`config.mk`:
```
export PLATFORM = sky130hd
export DESIGN_NAME = csa_add_sequencer
export DESIGN_NICKNAME = d
export VERILOG_FILES = /design/src/rtl/csa_add_sequencer.sv
export SDC_FILE = /design/constraint.sdc
export NUM_CORES = 1
export LEC_CHECK = 0
export ABC_AREA = 0
export CORE_MARGIN = 3
export CORE_UTILIZATION = 46
export CTS_CLUSTER_DIAMETER = 120
export DETAILED_ROUTE_END_ITERATION = 10
export PLACE_DENSITY = 0.81
export SLEW_MARGIN = 10
export SYNTH_ARGS = -nofsm -noshare
export SYNTH_HDL_FRONTEND = slang
export SYNTH_SLANG_ARGS = --single-unit
```
`constraint.sdc`:
```
create_clock -name clk -period 2.85 [get_ports clk]
set_clock_uncertainty 0.2 [all_clocks]
set_input_delay 0.285 -clock clk [delete_from_list [all_inputs] [get_ports clk]]
set_output_delay 0.285 -clock clk [all_outputs]
set_load 0.01 [all_outputs]
```
`src/rtl/csa_add_sequencer.sv`:
```
`default_nettype none
// ============================================================================
//  Module   : csa_add_sequencer
//  Purpose  : Wide-operand add controller. Two requesters share one external
//             8-bit carry-skip adder core. A round-robin arbiter accepts one
//             operation at a time. The operation is then fed to the core one
//             byte slice per cycle, least significant byte first, and the
//             carry is chained through a register. The (8*NBYTES)-bit sum and
//             its carry-out are returned over a valid/ready response channel.
//  Revision : 1.0  initial release
// ----------------------------------------------------------------------------
//  Ports
//    clk, rst_n             clock, asynchronous active-low reset
//    req{0,1}_valid/ready   request handshake per requester
//    req{0,1}_a/_b/_cin     operands and carry-in (sampled at handshake)
//    rsp_valid/rsp_ready    response handshake
//    rsp_sum/cout/id        result, carry out of bit W-1, issuing requester
//    add_a/add_b/add_cin    byte slice driven to the adder core
//    add_sum/add_cout       adder core result (combinational, same cycle)
//    busy                   high while an operation is running or pending
// ============================================================================
module csa_add_sequencer #(
    parameter int NBYTES = 4
) (
    input  logic                  clk,
    input  logic                  rst_n,
    input  logic                  req0_valid,
    output logic                  req0_ready,
    input  logic [8*NBYTES-1:0]   req0_a,
    input  logic [8*NBYTES-1:0]   req0_b,
    input  logic                  req0_cin,
    input  logic                  req1_valid,
    output logic                  req1_ready,
    input  logic [8*NBYTES-1:0]   req1_a,
    input  logic [8*NBYTES-1:0]   req1_b,
    input  logic                  req1_cin,
    output logic                  rsp_valid,
    input  logic                  rsp_ready,
    output logic [8*NBYTES-1:0]   rsp_sum,
    output logic                  rsp_cout,
    output logic                  rsp_id,
    output logic [7:0]            add_a,
    output logic [7:0]            add_b,
    output logic                  add_cin,
    input  logic [7:0]            add_sum,
    input  logic                  add_cout,
    output logic                  busy
);

    localparam int W  = 8 * NBYTES;
    localparam int KW = $clog2(NBYTES);

    localparam logic [1:0] c_st_idle = 2'd0;
    localparam logic [1:0] c_st_run  = 2'd1;
    localparam logic [1:0] c_st_done = 2'd2;

    localparam logic [KW-1:0] c_k_last = KW'(NBYTES - 1);

    logic [1:0]    r_state;
    logic [KW-1:0] r_k;
    logic [W-1:0]  r_a;
    logic [W-1:0]  r_b;
    logic [W-1:0]  r_sum;
    logic          r_carry;
    logic          r_id;
    logic          r_last;

    logic w_idle;
    logic w_run;
    logic w_done;
    logic w_gnt0;
    logic w_gnt1;
    logic w_accept;

    assign w_idle = (r_state == c_st_idle);
    assign w_run  = (r_state == c_st_run);
    assign w_done = (r_state == c_st_done);

    // Round-robin: on contention the requester not granted last time wins.
    assign w_gnt0 = req0_valid & (~req1_valid | r_last);
    assign w_gnt1 = req1_valid & (~req0_valid | ~r_last);

    // Ready is qualified with rst_n so that it reads 0 for the whole time
    // reset is held, even though IDLE is the reset state.
    assign req0_ready = rst_n & w_idle & w_gnt0;
    assign req1_ready = rst_n & w_idle & w_gnt1;
    assign w_accept   = req0_ready | req1_ready;

    // Operand registers shift right one byte per RUN cycle, so the slice of
    // byte k is always found in bits [7:0]. Likewise the sum register fills
    // from the top: after NBYTES shifts byte 0 sits at the bottom. The carry
    // register is preloaded with cin, so it always holds the carry-in of the
    // current slice.
    always_ff @(posedge clk or negedge rst_n) begin
        if (!rst_n) begin
            r_state <= c_st_idle;
            r_k     <= '0;
            r_a     <= '0;
            r_b     <= '0;
            r_sum   <= '0;
            r_carry <= 1'b0;
            r_id    <= 1'b0;
            r_last  <= 1'b1;
        end else begin
            case (r_state)
                c_st_idle: begin
                    if (w_accept) begin
                        r_a     <= req1_ready ? req1_a   : req0_a;
                        r_b     <= req1_ready ? req1_b   : req0_b;
                        r_carry <= req1_ready ? req1_cin : req0_cin;
                        r_id    <= req1_ready;
                        r_last  <= req1_ready;
                        r_k     <= '0;
                        r_state <= c_st_run;
                    end
                end
                c_st_run: begin
                    r_sum   <= {add_sum, r_sum[W-1:8]};
                    r_a     <= r_a >> 8;
                    r_b     <= r_b >> 8;
                    r_carry <= add_cout;
                    r_k     <= r_k + 1'b1;
                    if (r_k == c_k_last) begin
                        r_state <= c_st_done;
                    end
                end
                c_st_done: begin
                    if (rsp_ready) begin
                        r_state <= c_st_idle;
                    end
                end
                default: begin
                    r_state <= c_st_idle;
                end
            endcase
        end
    end

    // Response fields only show the registers while DONE; during RUN the
    // sum register holds a partially shifted value that must not leak out.
    assign rsp_valid = w_done;
    assign rsp_sum   = w_done ? r_sum : '0;
    assign rsp_cout  = w_done & r_carry;
    assign rsp_id    = w_done & r_id;

    assign add_a   = w_run ? r_a[7:0] : 8'h00;
    assign add_b   = w_run ? r_b[7:0] : 8'h00;
    assign add_cin = w_run & r_carry;

    assign busy = w_run | w_done;

endmodule
`default_nettype wire
```
Yosys cells after proc, flatten, opt, wreduce, memory -nomap -nowiden:

Cells that the tools add are included.

* word-level logic and storage cells: 53
* output and inout port bits: 55
* register bits after elaboration: 103
* bits of input ports: 144

* equal/unequal tests: 6
* bitwise operators: 15
* add/subtract/negate cells: 1
* reductions and logical operators: 5
* multiplexer cells: 18

Operators by type and width (count)
* $mux W32: 5
* $pmux W32 S2: 2
* $mux W8: 2
* $and A1 B1 Y1: 8
* $mux W2: 4
* $pmux W2 S3: 1
* $eq A2 B2 Y1 const B: 2
* $ne A2 B1 Y1 const B: 2
* $or A1 B1 Y1: 4
* $pmux W2 S2: 1
* $reduce_and A2 Y1: 2
* $not A1 Y1: 3
* $reduce_and A3 Y1: 1
* $add A2 B1 Y2 const B: 1
* $eq A2 B1 Y1 const B: 1
* $logic_not A2 Y1: 1
* $mux W1: 2
* $ne A2 B2 Y1 const B: 1
* $pmux W1 S2: 1
* $reduce_bool A2 Y1: 1

Logic depth before layout (Yosys ltp):

Gate-level depths: netlist of run 1.

* depth in word-level cells: 7
* mapped depth: 9
* mapped depth without buffers: 7

Least setup slack after synthesis of run 1:

Ideal clock, no wire load.

* path kind: reg-to-output
* from: register r_state[1]
* to: output port add_a[4]
* required time: 2365 ps
* cell stages (with the launch flop): 8
* arrival: 1608 ps
* path slack: 757 ps
* path buffers: 4
* cells stage by stage: dfrtp_1 inv_1 ha_1 buf_4 clkbuf_1 buf_2 clkbuf_1 and2_1

* word-level cells in the longest chain between the ends: 2

Ends and longest elaborated chain
* start: declaration: line 59 `logic [1:0] r_state;`
* start signal: assignment: line 96 `r_state <= c_st_idle;`
* start signal: assignment: line 114 `r_state <= c_st_run;`
* start signal: assignment: line 124 `r_state <= c_st_done;`
* $eq A2 B1 Y1: line 76 `assign w_run = (r_state == c_st_run);`
* $mux W8: line 146 `assign add_a = w_run ? r_a[7:0] : 8'h00;`
* end: declaration: line 42 `output logic [7:0] add_a,`

No other way between the ends.

Final worst setup path of run 1:

* from: register r_state[1]
* to: output port req1_ready

* word-level cells in the longest chain between the ends: 3

Ends and longest elaborated chain
* $logic_not A2 Y1: line 75 `assign w_idle = (r_state == c_st_idle);`
* $and A1 B1 Y1 (2 in a row): line 86 `assign req1_ready = rst_n & w_idle & w_gnt1;`
* end: declaration: line 33 `output logic req1_ready,`

No other way between the ends.

==> results of run 1 <==
## timing repair
action / in CTS / in global routing
endpoints found under the setup margin: 34 / 18
pin swaps: 0 / 0
endpoints found under the hold margin: 18 / 0
resized for setup: 1 / 1
hold buffers: 1 / 0
setup buffers: 0 / 1
## worst max path at each step
stage,start,endpoint,depth (start not counted)
final,r_state[1]$_DFFE_PN0P_,req1_ready,6
after global routing,r_state[0]$_DFFE_PN0P_,rsp_sum[17],4
after CTS,r_state[1]$_DFFE_PN0P_,add_b[3],4
after detailed placement,r_state[0]$_DFFE_PN0P_,rsp_sum[0],4
after global placement,r_state[1]$_DFFE_PN0P_,r_b[21]$_DFFE_PN0P_,7
after floorplan,r_state[1]$_DFFE_PN0P_,add_a[4],7
## per-stage QoR
step	std cells	power, mW	hold WS, ns	util, %
finish	894	8.48	0.165	69.0
detailed placement	876	7.09	-0.00804	65.9
floorplan	549	5.69	-0.211	-
global route	894	9.05	0.199	69.0
global placement	876	6.88	-0.0112	65.9
CTS	893	8.48	0.163	68.8
## registers in the layout, summed over array words and instances, names as in the netlist
register / count
r_carry: 1
r_last: 1
r_state: 2
r_id: 1
r_sum: 32
r_k: 2
r_b: 32
r_a: 32
## area by class of cell
| cell class | instances | area [sq um] |
|---|---|---|
| multi-input combinational | 366 | 2740 |
| fill | 905 | 3650 |
| clock inverter | 7 | 103 |
| inverter | 29 | 110 |
| sequential | 103 | 2580 |
| timing repair buffer | 216 | 2150 |
| clock buffer | 9 | 225 |
| tap | 164 | 205 |
## placed cells by master (no fill, tap or decap), types with 3 or more instances in the layout
cell               n
nor3_1            66
o41ai_2           25
clkdlybuf4s50_1  197
buf_12             3
a21o_1             6
nor2b_1           27
ha_1               3
mux2_2            32
mux2i_1           16
dfrtp_1          102
nand2_1           33
a32o_1            17
and2_1            51
or3_1             32
o22ai_1           16
inv_1             28
buf_4             15
o32ai_1            6
clkbuf_16          9
a21oi_1           17
o21ai_0            5
## power by group through the flow
stage               registers [mW]  clock network, mW  logic (mW)
floorplan                     2.51                  0        3.18
finish                        2.67               1.36        4.45
CTS                           2.67               1.38        4.44
global placement              2.65                  0        4.23
detailed placement            2.69                  0        4.40
global route                  2.76               1.44        4.85
## critical path, stage by stage, from the launching register on
cell,delay [ns]
dfrtp_1,0.40
inv_1,0.17
ha_2,0.32
nand3_2,0.10
a21o_4,0.28
clkinv_2,0.08
clkdlybuf4s50_1,0.53
## layer usage
layer | vias up | global-route usage [%] | share of wire, %
met5 | - | 0 | 0
li1 | 2322 | - | -
met2 | 181 | 36.7 | 50
met1 | 2330 | 30.9 | 43
met4 | 0 | 7.57 | 1.9
met3 | 22 | 3.03 | 6.0
## logic make-up after synthesis
| family | Yosys count |
|---|---|
| flip-flops | 103 |
| buffers and inverters | 80 |
| multiplexers | 48 |
| adder cells (fa/ha/maj) | 6 |
| AND/OR/NAND/NOR | 213 |
| AO/OA/AOI/OAI | 99 |
==> flow_summary.json, run 1 <==
{
  "status": "finished clean",
  "path_max_fanout": 16,
  "vias_per_cell": 5.43,
  "required_ns": 2.37,
  "ys_warn_count": 0,
  "period_minus_slack_ns": 2.70,
  "worstSetupEndpointType": "output pin",
  "drive_above_1_share_pct": 13.7,
  "synthMuxAreaShare_pct": 9.15,
  "totalWireLength_microns": 15700,
  "io_buffers": 198,
  "drtAntennaViolNets": 0,
  "power_frac_clock_pct": 16.0,
  "insertion_delay_ns": 0.34,
  "dpl_cell_area_sq_um": 7750,
  "die_area_sq_um": 13700,
  "final_area_sq_um": 8110,
  "synth_fa_ha_area_share_pct": 1.32,
  "ios": 199,
  "syn_area_per_cell_sq_um": 10.4,
  "route.detailed.drc": 0,
  "fin_ws_ns": 0.148,
  "vias": 4855,
  "tritoncts_num_sinks": 103,
  "grt_pass1_wl_microns": 24200,
  "hold_class": "in -> async",
  "slew_headroom_pct": 28.9,
  "drtPass1Iterations": 4,
  "start_kind": "register",
  "async_reset_ff_share_pct": 100,
  "p_int_mw": 5.27,
  "cts.clk_slew.worst_paths_ns": 0.07,
  "rows": 39,
  "numCtsBuffers": 9,
  "peakVddDrop_v": 0.000617,
  "cap_violations": 0,
  "synth_common_cells": "dfrtp_1 (102), nor3_1 (66), and2_1 (51), nand2_1 (33)",
  "ys_seq_elements": 103,
  "nets": 875,
  "cts_tree": "done",
  "synth_edf_count": 0,
  "grt_pass1_vias": 4755,
  "initial_core_util_pct": 48.3,
  "dp_slack_ns": 0.282,
  "synthTopCellsByArea": "dfrtp_1 (45%), o41ai_2 (7.2%), mux2_2 (6.3%)",
  "synth_top_area_cell": "dfrtp_1",
  "die_h_microns": 117,
  "power_density_nw_per_um2": 1050,
  "synthCells": 549,
  "core-area_sq_um": 11800,
  "pwr-share-comb_pct": 52.5,
  "netSwitchingFraction_pct": 37.8,
  "grt_max_degree": 86,
  "finalHoldViolCount": 0,
  "max_freq_mhz": 370,
  "setup_tns_ns": 0,
  "diodes": 0,
  "setup_viol": 0,
  "place_congestion": 0.847,
  "ctsRootBufferMaster": "clkbuf_16",
  "htreeDepth": 3,
  "area_delta_synth_final_pct": 42.7,
  "synth_top_family_by_area": "simple AND/OR/NAND/NOR gates",
  "die_x_microns": 117,
  "grt_usage_pct": 22.4,
  "grt_antenna_before_repair": 0,
  "finalCritPeriodShare_pct": 94.8,
  "p_seq_share_pct": 31.5,
  "switching_power_mw": 3.21,
  "synth.most_common_cell": "dfrtp_1",
  "r2r_end": "r_a[17]$_DFFE_PN0P_",
  "syn_nets": 699,
  "drv_slew": 0,
  "rsz0062_at_grt": "false",
  "tightest_slew_ns": 1.07,
  "cp_data_arrival_time_ns": 2.22,
  "r2r-start": "r_state[0]$_DFFE_PN0P_",
  "overflow": 0,
  "synth_compound_area_share_pct": 16.6,
  "post_drt_wl_per_cell_microns": 17.5,
  "ys_types": 33,
  "netlist.area_leader.share_pct": 44.9,
  "drtIter0Drc": 339,
  "syn_area_sq_um": 5690,
  "r2r_setup_slack_ns": 0.47,
  "critPathKind": "reg -> out",
  "synthSimpleGateAreaFrac_pct": 20.5,
  "dp_hpwl_microns": 11300,
  "clock_path_buffers": 2,
  "seq_area_frac_synth_pct": 45.4,
  "r2r_cells": 8,
  "synth-main-ff-cell": "dfrtp_1",
  "power.leakage_nw": 3.42,
  "synth-xor-area-share_pct": 0
}
Note: power is estimated with default switching activity, not from simulation.
==> inputs of run 2 (changes only) <==
CAP_MARGIN = 25   (was not set)
==> run 2 against run 1 <==
Effect of this change: wire length down 0.11%; count of clock-buffer cells in the layout unchanged; critical endpoint unchanged; flip-flop and latch count unchanged; via count up 0.74%; final cell count up 0.11%.
==> flow_summary.json, run 2 (same netlist as run 1, synthesis figures left out) <==
{
  "total_power_mw": 8.47,
  "grt_usage_pct": 22.4,
  "area_delta_synth_final_pct": 43.2,
  "totalWireLength_microns": 15600,
  "io_buffers": 198,
  "drv_slew": 0,
  "insertion_delay_ns": 0.34,
  "ios": 199,
  "power_density_nw_per_um2": 1040,
  "fillerInstances": 903,
  "place_congestion": 0.847,
  "post_drt_wl_per_cell_microns": 17.5,
  "power.leakage_nw": 3.44,
  "worstSetupEndpointType": "output pin",
  "final_area_sq_um": 8140,
  "htreeDepth": 3,
  "grt_pass1_vias": 4755,
  "max_freq_mhz": 370,
  "period_minus_slack_ns": 2.70,
  "grt_max_degree": 86,
  "dpl_cell_area_sq_um": 7750,
  "cts.clk_slew.worst_paths_ns": 0.07,
  "ctsRootBufferMaster": "clkbuf_16",
  "start_kind": "register",
  "hold_class": "in -> async",
  "tritoncts_num_sinks": 103,
  "cp_data_arrival_time_ns": 2.22,
  "cts_tree": "done",
  "drtIter0Drc": 352,
  "final_common_cell": "clkdlybuf4s50_1",
  "required_ns": 2.37,
  "setup_tns_ns": 0,
  "die_h_microns": 117,
  "dp_hpwl_microns": 11300,
  "setup_viol": 0,
  "core-area_sq_um": 11800,
  "tightest_slew_ns": 0.581,
  "rsz0062_at_grt": "false",
  "drtAntennaViolNets": 0,
  "route.detailed.drc": 0,
  "peakVddDrop_v": 0.000615,
  "rows": 39,
  "numCtsBuffers": 9,
  "diodes": 0,
  "top_regs": "r_a (32), r_b (32), r_sum (32)",
  "grt_pass1_wl_microns": 24200,
  "cap_violations": 0,
  "critPathKind": "reg -> out",
  "layout_common_cells": "clkdlybuf4s50_1 (197), dfrtp_1 (102), nor3_1 (66), and2_1 (51), nand2_1 (33)",
  "drive_above_1_share_pct": 13.8,
  "path_max_fanout": 16,
  "slew_headroom_pct": 61.2,
  "multi_input_area_sq_um": 2740,
  "grt_antenna_before_repair": 0,
  "finalHoldViolCount": 0,
  "clock_path_buffers": 2,
  "vias_per_cell": 5.46,
  "status": "finished clean",
  "drtPass1Iterations": 5,
  "seqCellArea_sq_um": 2580,
  "overflow": 0,
  "vias": 4891,
  "die_area_sq_um": 13700,
  "finalCritPeriodShare_pct": 94.9,
  "nets": 876,
  "initial_core_util_pct": 48.3,
  "die_x_microns": 117
}
## run 2: area by class of cell
cell class / count / share of cell area [%]
clock buffers: 9 / 2.77
clock inverters: 7 / 1.26
inverters: 29 / 1.35
multi-input cells: 366 / 33.6
flip-flops and latches: 103 / 31.7
well taps: 164 / 2.52
repair buffers: 217 / 26.8
## run 2: path summary, 6_finish.rpt
check	start	end	slack (ns)	cells after the start
min reg2reg	r_b[4]$_DFFE_PN0P_	r_b[4]$_DFFE_PN0P_	0.27	2
max in group asynchronous	rst_n	r_a[2]$_DFFE_PN0P_	1.22	4
min	rst_n	r_state[1]$_DFFE_PN0P_	0.17	2
max reg2reg	r_state[0]$_DFFE_PN0P_	r_a[17]$_DFFE_PN0P_	0.48	8
min in group clk	r_b[4]$_DFFE_PN0P_	r_b[4]$_DFFE_PN0P_	0.27	2
max	r_state[1]$_DFFE_PN0P_	req1_ready	0.15	6
## run 2: layer usage
layer | track usage, % | routed length [microns] | up-vias
met5 | 0 | 0 | -
met2 | 36.7 | 7830 | 191
li1 | - | - | 2324
met1 | 30.9 | 6650 | 2356
met4 | 7.57 | 291 | 0
met3 | 3.03 | 877 | 20
## run 2: power breakdown
| group | leakage, nW | switching, mW | internal (mW) | total (mW) |
|---|---|---|---|---|
| Clock | 0.162 | 0.565 | 0.783 | 1.35 |
| Combinational | 2.03 | 2.20 | 2.26 | 4.46 |
| Sequential | 1.25 | 0.432 | 2.24 | 2.67 |
## run 2: repair_timing
item | CTS | global route
hold buffers | 1 | 0
setup endpoints to repair | 34 | 18
resized for setup | 1 | 1
endpoints found under the hold margin | 18 | 0
setup buffers | 0 | 1
## run 2: stage by stage
step,cells,util (%),setup WS [ns],hold WS (ns)
after floorplan,549,-,0.757,-0.211
after global placement,876,65.9,0.437,-0.0112
after detailed placement,876,65.9,0.282,-0.00804
after CTS,893,68.8,0.0362,0.163
after global routing,895,69.2,0.0175,0.199
final,895,69.2,0.146,0.168
## run 2: worst max-delay path: stages (launching register included)
cell and delay, ns:
dfrtp_1 0.40, inv_1 0.17, ha_2 0.32, nand3_2 0.10, a21o_4 0.28, clkinv_2 0.08, clkdlybuf4s50_1 0.53
